[config.mk]
export PLATFORM = sky130hd
export DESIGN_NAME = mem_arbiter
export DESIGN_NICKNAME = d
export VERILOG_FILES = /design/src/rtl/mem_arbiter_pkg.sv /design/src/rtl/wb_port_mux.sv /design/src/rtl/mem_arbiter.sv
export SDC_FILE = /design/constraint.sdc
export NUM_CORES = 1
export LEC_CHECK = 0
export ABC_AREA = 1
export CAP_MARGIN = 20
export CELL_PAD_IN_SITES_DETAIL_PLACEMENT = 1
export CELL_PAD_IN_SITES_GLOBAL_PLACEMENT = 2
export CORE_AREA = 2 2 338 340
export CTS_CLUSTER_DIAMETER = 100
export DETAILED_ROUTE_END_ITERATION = 16
export DIE_AREA = 0 0 340 342
export HOLD_SLACK_MARGIN = 0.08
export PLACE_DENSITY = 0.55
export RECOVER_POWER = 100
export SYNTH_ARGS = -nofsm -noshare
export SYNTH_HDL_FRONTEND = slang
export SYNTH_SLANG_ARGS = --single-unit
[constraint.sdc]
create_clock -name clk -period 2.64 [get_ports clk]
set_input_delay 0.264 -clock clk [delete_from_list [all_inputs] [get_ports clk]]
set_output_delay 0.264 -clock clk [all_outputs]
set_load 0.05 [all_outputs]
[src/rtl/mem_arbiter_pkg.sv]
// Shared types for the instruction/data memory arbiter: the cache-line type,
// arbiter state and port encodings, and small conversion helpers.
package mem_arbiter_pkg;

  localparam int unsigned ADR_W  = 12;
  localparam int unsigned SEL_W  = 16;
  localparam int unsigned LINE_W = 128;

  typedef logic [LINE_W-1:0] lc3b_line;

  typedef enum logic [1:0] {
    ARB_IDLE   = 2'b00,
    ARB_IFETCH = 2'b01,
    ARB_DATA   = 2'b10
  } arb_state_t;

  typedef enum logic {
    PORT_IFETCH = 1'b0,
    PORT_DATA   = 1'b1
  } arb_port_t;

  function automatic arb_port_t other_port(input arb_port_t p);
    return (p == PORT_IFETCH) ? PORT_DATA : PORT_IFETCH;
  endfunction

  function automatic arb_state_t port_state(input arb_port_t p);
    return (p == PORT_IFETCH) ? ARB_IFETCH : ARB_DATA;
  endfunction

endpackage

[src/rtl/wb_port_mux.sv]
// Combinational 2:1 selector of the Wishbone master signal group onto the
// downstream port, steered by the arbiter state.
module wb_port_mux
  import mem_arbiter_pkg::*;
(
  input  arb_state_t       state,
  input  logic [ADR_W-1:0] i_adr,
  input  lc3b_line         i_dat_m,
  input  logic [SEL_W-1:0] i_sel,
  input  logic             i_we,
  input  logic             i_stb,
  input  logic             i_cyc,
  input  logic [ADR_W-1:0] d_adr,
  input  lc3b_line         d_dat_m,
  input  logic [SEL_W-1:0] d_sel,
  input  logic             d_we,
  input  logic             d_stb,
  input  logic             d_cyc,
  output logic [ADR_W-1:0] pm_adr,
  output lc3b_line         pm_dat_m,
  output logic [SEL_W-1:0] pm_sel,
  output logic             pm_we,
  output logic             pm_stb,
  output logic             pm_cyc
);

  // Route the granted master; when idle, park the address on ifetch and quiesce the rest
  always_comb begin
    pm_adr   = i_adr;
    pm_dat_m = '0;
    pm_sel   = '0;
    pm_we    = 1'b0;
    pm_stb   = 1'b0;
    pm_cyc   = 1'b0;
    case (state)
      ARB_IFETCH: begin
        pm_adr   = i_adr;
        pm_dat_m = i_dat_m;
        pm_sel   = i_sel;
        pm_we    = i_we;
        pm_stb   = i_stb;
        pm_cyc   = i_cyc;
      end
      ARB_DATA: begin
        pm_adr   = d_adr;
        pm_dat_m = d_dat_m;
        pm_sel   = d_sel;
        pm_we    = d_we;
        pm_stb   = d_stb;
        pm_cyc   = d_cyc;
      end
      ARB_IDLE: begin
        pm_adr   = i_adr;
        pm_dat_m = '0;
        pm_sel   = '0;
        pm_we    = 1'b0;
        pm_stb   = 1'b0;
        pm_cyc   = 1'b0;
      end
      default: begin
        pm_adr   = i_adr;
        pm_dat_m = '0;
        pm_sel   = '0;
        pm_we    = 1'b0;
        pm_stb   = 1'b0;
        pm_cyc   = 1'b0;
      end
    endcase
  end

endmodule

[src/rtl/mem_arbiter.sv]
// Two-to-one Wishbone arbiter sharing the physical-memory port between the
// ifetch and data masters; a grant is held until the slave ACKs.
module mem_arbiter
  import mem_arbiter_pkg::*;
#(
  parameter bit DATA_PRIORITY = 1'b0
) (
  input  logic             clk,
  input  logic             rst,
  input  logic [ADR_W-1:0] i_adr,
  input  lc3b_line         i_dat_m,
  input  logic [SEL_W-1:0] i_sel,
  input  logic             i_we,
  input  logic             i_stb,
  input  logic             i_cyc,
  output logic             i_ack,
  output lc3b_line         i_dat_s,
  input  logic [ADR_W-1:0] d_adr,
  input  lc3b_line         d_dat_m,
  input  logic [SEL_W-1:0] d_sel,
  input  logic             d_we,
  input  logic             d_stb,
  input  logic             d_cyc,
  output logic             d_ack,
  output lc3b_line         d_dat_s,
  output logic [ADR_W-1:0] pm_adr,
  output lc3b_line         pm_dat_m,
  output logic [SEL_W-1:0] pm_sel,
  output logic             pm_we,
  output logic             pm_stb,
  output logic             pm_cyc,
  input  logic             pm_ack,
  input  lc3b_line         pm_dat_s
);

  arb_state_t state_r;
  arb_state_t next_state_s;
  arb_port_t  last_grant_r;
  arb_port_t  next_last_s;
  logic       i_req_s;
  logic       d_req_s;

  assign i_req_s = i_stb & i_cyc;
  assign d_req_s = d_stb & d_cyc;

  // Grant selection and release; a port is never re-granted on its own ACK cycle
  always_comb begin
    next_state_s = state_r;
    next_last_s  = last_grant_r;
    case (state_r)
      ARB_IDLE: begin
        if (i_req_s && d_req_s) begin
          if (DATA_PRIORITY) begin
            next_state_s = ARB_DATA;
          end else begin
            next_state_s = port_state(other_port(last_grant_r));
          end
        end else if (i_req_s) begin
          next_state_s = ARB_IFETCH;
        end else if (d_req_s) begin
          next_state_s = ARB_DATA;
        end else begin
          next_state_s = ARB_IDLE;
        end
      end
      ARB_IFETCH: begin
        if (pm_ack) begin
          next_last_s  = PORT_IFETCH;
          next_state_s = d_req_s ? ARB_DATA : ARB_IDLE;
        end else begin
          next_state_s = ARB_IFETCH;
        end
      end
      ARB_DATA: begin
        if (pm_ack) begin
          next_last_s  = PORT_DATA;
          next_state_s = i_req_s ? ARB_IFETCH : ARB_IDLE;
        end else begin
          next_state_s = ARB_DATA;
        end
      end
      default: begin
        next_state_s = ARB_IDLE;
        next_last_s  = PORT_DATA;
      end
    endcase
  end

  // State and fairness registers; reset biases the first contested grant to ifetch
  always_ff @(posedge clk) begin
    if (rst) begin
      state_r      <= ARB_IDLE;
      last_grant_r <= PORT_DATA;
    end else begin
      state_r      <= next_state_s;
      last_grant_r <= next_last_s;
    end
  end

  assign i_ack   = pm_ack & (state_r == ARB_IFETCH) & ~rst;
  assign d_ack   = pm_ack & (state_r == ARB_DATA) & ~rst;
  assign i_dat_s = pm_dat_s;
  assign d_dat_s = pm_dat_s;

  wb_port_mux u_mux (
    .state    (state_r),
    .i_adr    (i_adr),
    .i_dat_m  (i_dat_m),
    .i_sel    (i_sel),
    .i_we     (i_we),
    .i_stb    (i_stb),
    .i_cyc    (i_cyc),
    .d_adr    (d_adr),
    .d_dat_m  (d_dat_m),
    .d_sel    (d_sel),
    .d_we     (d_we),
    .d_stb    (d_stb),
    .d_cyc    (d_cyc),
    .pm_adr   (pm_adr),
    .pm_dat_m (pm_dat_m),
    .pm_sel   (pm_sel),
    .pm_we    (pm_we),
    .pm_stb   (pm_stb),
    .pm_cyc   (pm_cyc)
  );

endmodule
# Yosys cells after proc, flatten, opt, wreduce, memory -nomap -nowiden
# Cells that the tools add are included.
dict set report word_totals {
  regBits 3
  latchBits 0
  ram_bits 0
  romBits 0
  out_inout_bits 417
  memories 0
}
dict set report op_classes {
  n_addsub 0
  mul 0
  div_mod_pow 0
  order_cmp 0
  eq_ne 4
  shift 0
  n_mux 17
  n_bitwise 8
  n_reduce_logical 3
}
# operator count
set ops {}
lappend ops {{$pmux W128 S2} 1}
lappend ops {{$pmux W16 S2} 1}
lappend ops {{$mux W12} 1}
lappend ops {{$mux W2} 6}
lappend ops {{$and A1 B1 Y1} 6}
lappend ops {{$pmux W1 S2} 3}
lappend ops {{$pmux W2 S3} 1}
lappend ops {{$ne A2 B2 Y1 const B} 2}
lappend ops {{$mux W1} 3}
lappend ops {{$pmux W1 S3} 1}
lappend ops {{$reduce_and A3 Y1} 1}
lappend ops {{$eq A2 B1 Y1 const B} 1}
lappend ops {{$eq A2 B2 Y1 const B} 1}
lappend ops {{$logic_not A2 Y1} 1}
lappend ops {{$not A1 Y1} 2}
lappend ops {{$logic_and A1 B1 Y1} 1}

# Longest topological paths before layout
dict set report logic_depth {
  word_depth 5
  mapped_depth 8
  depth_no_buf 6
}

# Hierarchy
# Synthesis repeated with hierarchy kept, for this count alone.
dict set report unflattened {
  hier_cells 824
  hier_area_um2 4450.5
}
# mod n_inst cells_per_inst area_each_um2
set modules_own_cells {}
lappend modules_own_cells {wb_port_mux 1 533 2333.5}
lappend modules_own_cells {mem_arbiter 1 291 2117.0}

# Least setup slack after synthesis
# OpenSTA, ideal clock, no wires.
dict set report synth_path {
  kind {reg2out}
  from {register state_r[0]}
  to {output pm_dat_m[37]}
  arrival_ps 1829
  t_required_ps 2376
  setup_slack_ps 547
  stages_incl_launch_ff 7
  n_path_buf 2
  path_cell_list {dfxtp_1 -> inv_1 -> ha_1 -> inv_1 -> buf_4 -> clkbuf_1 -> a21oi_1}
}
dict set report synth_between {
  elab_chain_len 2
  word_cells_on_any_way 3
  cone_classes {eq/ne: 2; mux: 1}
}
# element line_no
set synth_rtl {}
lappend synth_rtl {{start: declaration} mem_arbiter.sv:36} ;# arb_state_t state_r;
lappend synth_rtl {{start signal: assignment} mem_arbiter.sv:95} ;# state_r <= next_state_s;
lappend synth_rtl {{$eq A2 B2 Y1 / $eq A2 B1 Y1 (equally long branches)} wb_port_mux.sv:35} ;# case (state)
lappend synth_rtl {{$pmux W128 S2 *} wb_port_mux.sv:35}
lappend synth_rtl {{end: declaration} mem_arbiter.sv:27} ;# output lc3b_line pm_dat_m,
# Every way passes the cells marked *; elsewhere a longest branch is shown, timed or not.

# Worst setup path in the final report
dict set report layout_path {
  from {register state_r[0]}
  to {output pm_dat_m[71]}
}
# The elaborated chain is that of the path after synthesis.

==> metrics <==
Routed wire per std cell=20.6 um; endpoints failing setup=0; Setup Buffers After CTS=0; R2R Setup Slk=950 ps; boundary pin count=866; die width=340 um; Slew HR=0.595; commonest non-fill, non-tap cell in the layout=clkdlybuf4s50_1; power density over the cells=187 nW/um^2; CTS Buf Count=3; gpl congestion=0.763; worst path arrival time=2230 ps; worst-path cell chain=inv_1, ha_1, inv_8, buf_12, a21oi_1, dlymetal6s2s_1; # DRC=0; post-synthesis sequential area ratio=0.0123; Hold Path End=last_grant_r$_SDFFE_PP1P_; min Tclk post-route=2500 ps; post-synth top area share=0.404; CP Capture Type=output pin; Post-DRT Antenna Nets=0; Starting Density=0.0433; Worst Tran Pin Value=611 ps; Lkg Pwr=0.00308 uW; syn nets=1277; Max Slew Vio Count=0; worst reg2reg startpoint=state_r[1]$_SDFF_PP0_; RR Endpoint=state_r[0]$_SDFF_PP0_; Std-Cell Rows=124; routed vias=6027; CP startpoint kind=register; placed wire-length estimate=46700 um; Die H=342 um; Post-synth EDFFs=0; fmax=400 MHz; first-pass GRT wire length=64200 um; Max clock buf depth=2; Yosys cell types=18; Critical-path top delay cell=dlymetal6s2s_1; RSZ-0062 raised after global routing=no; critical path type=register to output pin; Final #Nets=1476; Post-synth top flop=dfxtp_1; DR iter-0 viols=217; maximum vdd drop=0.204 mV; Critical Path Start=state_r[0]$_SDFF_PP0_; fillers=13600; Total Wirelength=52200 um; vias in the first global route=6277; CTS Root Cell=clkbuf_16; Final Cycle Share=0.946; Post-synth ARST share=0; yosys warns=0; initial antenna violation count=11; Fin. Hold Viols=0; largest net degree at the start of global routing=65; max-capacitance violation count=0; Remaining Overflow, GRT=0; CP max FO=34; Die ar.=116000 um^2; DRT Pass-1 Iters=4; Tot GR Track Use=0.0843; Critical Path RT=2380 ps; worst hold path depth=2; CTS tree=done; Synth Cell Area=4900 um^2; Final Cell Area=9490 um^2; cell taking the most area after synthesis=buf_4; Sink Count=3; max incr delay on CP=480 ps; share of cells above drive strength 1=0.211; Yosys reg bits=3; outcome=completed; clock-pin slew of the registers on the worst-case setup and hold paths=30 ps; H-tree depth=1; core area=113000 um^2; hold_sp=last_grant_r$_SDFFE_PP1P_; Syn Inst Count=824; Worst-Skew Late Latency=220 ps; vias per inst=2.38; DP Area=10400 um^2; Final Util=0.0839; PortBufs=481; Syn-to-layout area delta=93.8%; Synth area leaders=buf_4 (40%), nand2_1 (23%), a21oi_1 (10%); most frequent cells in the layout=clkdlybuf4s50_1 (320), nand2_1 (306), a21oi_1 (129), clkbuf_2 (67), buf_12 (55); clock skew=1.61 ps; Hold Crit Class=register to register; FF-to-FF path depth=7; synthesized area per cell=5.95 um^2
## timing repair
action	CTS	global route
endpoints found under the hold margin	0	0
hold buffers	0	0
gates resized for setup	3	0
endpoints found under the setup margin	3	0
## cells by family (layout without fill, tap and decap cells)
group	after synthesis	after routing	synth area share
AO/OA/AOI/OAI	151	151	0.189
AND/OR/NAND/NOR	349	349	0.285
buffers and inverters	317	515	0.503
other	0	3	0
flip-flops	3	3	0.0123
adder cells (fa/ha/maj)	4	4	0.0102
## worst max-delay path, delay by kind of cell (launching register included)
kind / cells / cell delay, ps
AOI/OAI and AO/OA: 1 / 170
adders and majority gates: 1 / 400
buffers and inverters: 4 / 980
DFF: 1 / 400
## routing by layer
| metal | GRT usage | wire [um] |
|---|---|---|
| met4 | 0.00581 | 371 |
| met2 | 0.132 | 23000 |
| met3 | 0.0711 | 10000 |
| met1 | 0.0887 | 18500 |
| met5 | 0.0118 | 257 |
## Yosys cell counts, types with 3 or more instances
master and n:
buf_4 264, clkbuf_1 8, ha_1 4, buf_2 13, a21oi_1 102, o21ai_0 3
buf_6 12, buf_12 11, a21oi_2 46, nor2_1 8, nand2_2 30, dfxtp_1 3
inv_1 9, nand2_1 306
## final cells by class
type,instances,area [um^2],share of cell area
flip-flops and latches,3,60.1,0.00633
repair buffers,502,5120,0.539
multi-input cells,504,2300,0.242
diodes,3,7.51,0.000791
well taps,1512,1890,0.199
clock buffers,4,78.8,0.00830
inverters,9,41.3,0.00435
## worst max-delay path by stage
stage / endpoint / slack (ps) / cells after the start
finish: pm_dat_m[71] / 140 / 6
global route: pm_dat_m[52] / 10 / 6
CTS: pm_dat_m[49] / 50 / 6
detailed placement: pm_dat_m[49] / -10 / 6
global placement: pm_dat_m[49] / 0.2 / 6
floorplan: pm_dat_m[37] / 550 / 6
## metrics by stage
stage	instances	total power (uW)	hold slack [ps]	worst slack (ps)	setup TNS, ps
after floorplan	824	1790	370	547	0
after global placement	2530	1720	522	0.248	0
after detailed placement	2530	1720	516	-11.0	-11.0
after CTS	2534	1970	520	52.3	0
after global routing	2536	1900	528	12.5	0
final	2537	1770	522	143	0
## power breakdown
| part | total (uW) | switching (uW) | internal, uW |
|---|---|---|---|
| Combinational | 1480 | 827 | 657 |
| Clock | 237 | 37.7 | 199 |
| Sequential | 53.5 | 3.97 | 49.5 |
## state kept, by name, summed over array words and instances, names as in the netlist
name          flops
state_r           2
last_grant_r      1
(Power assumes the default switching activity.)
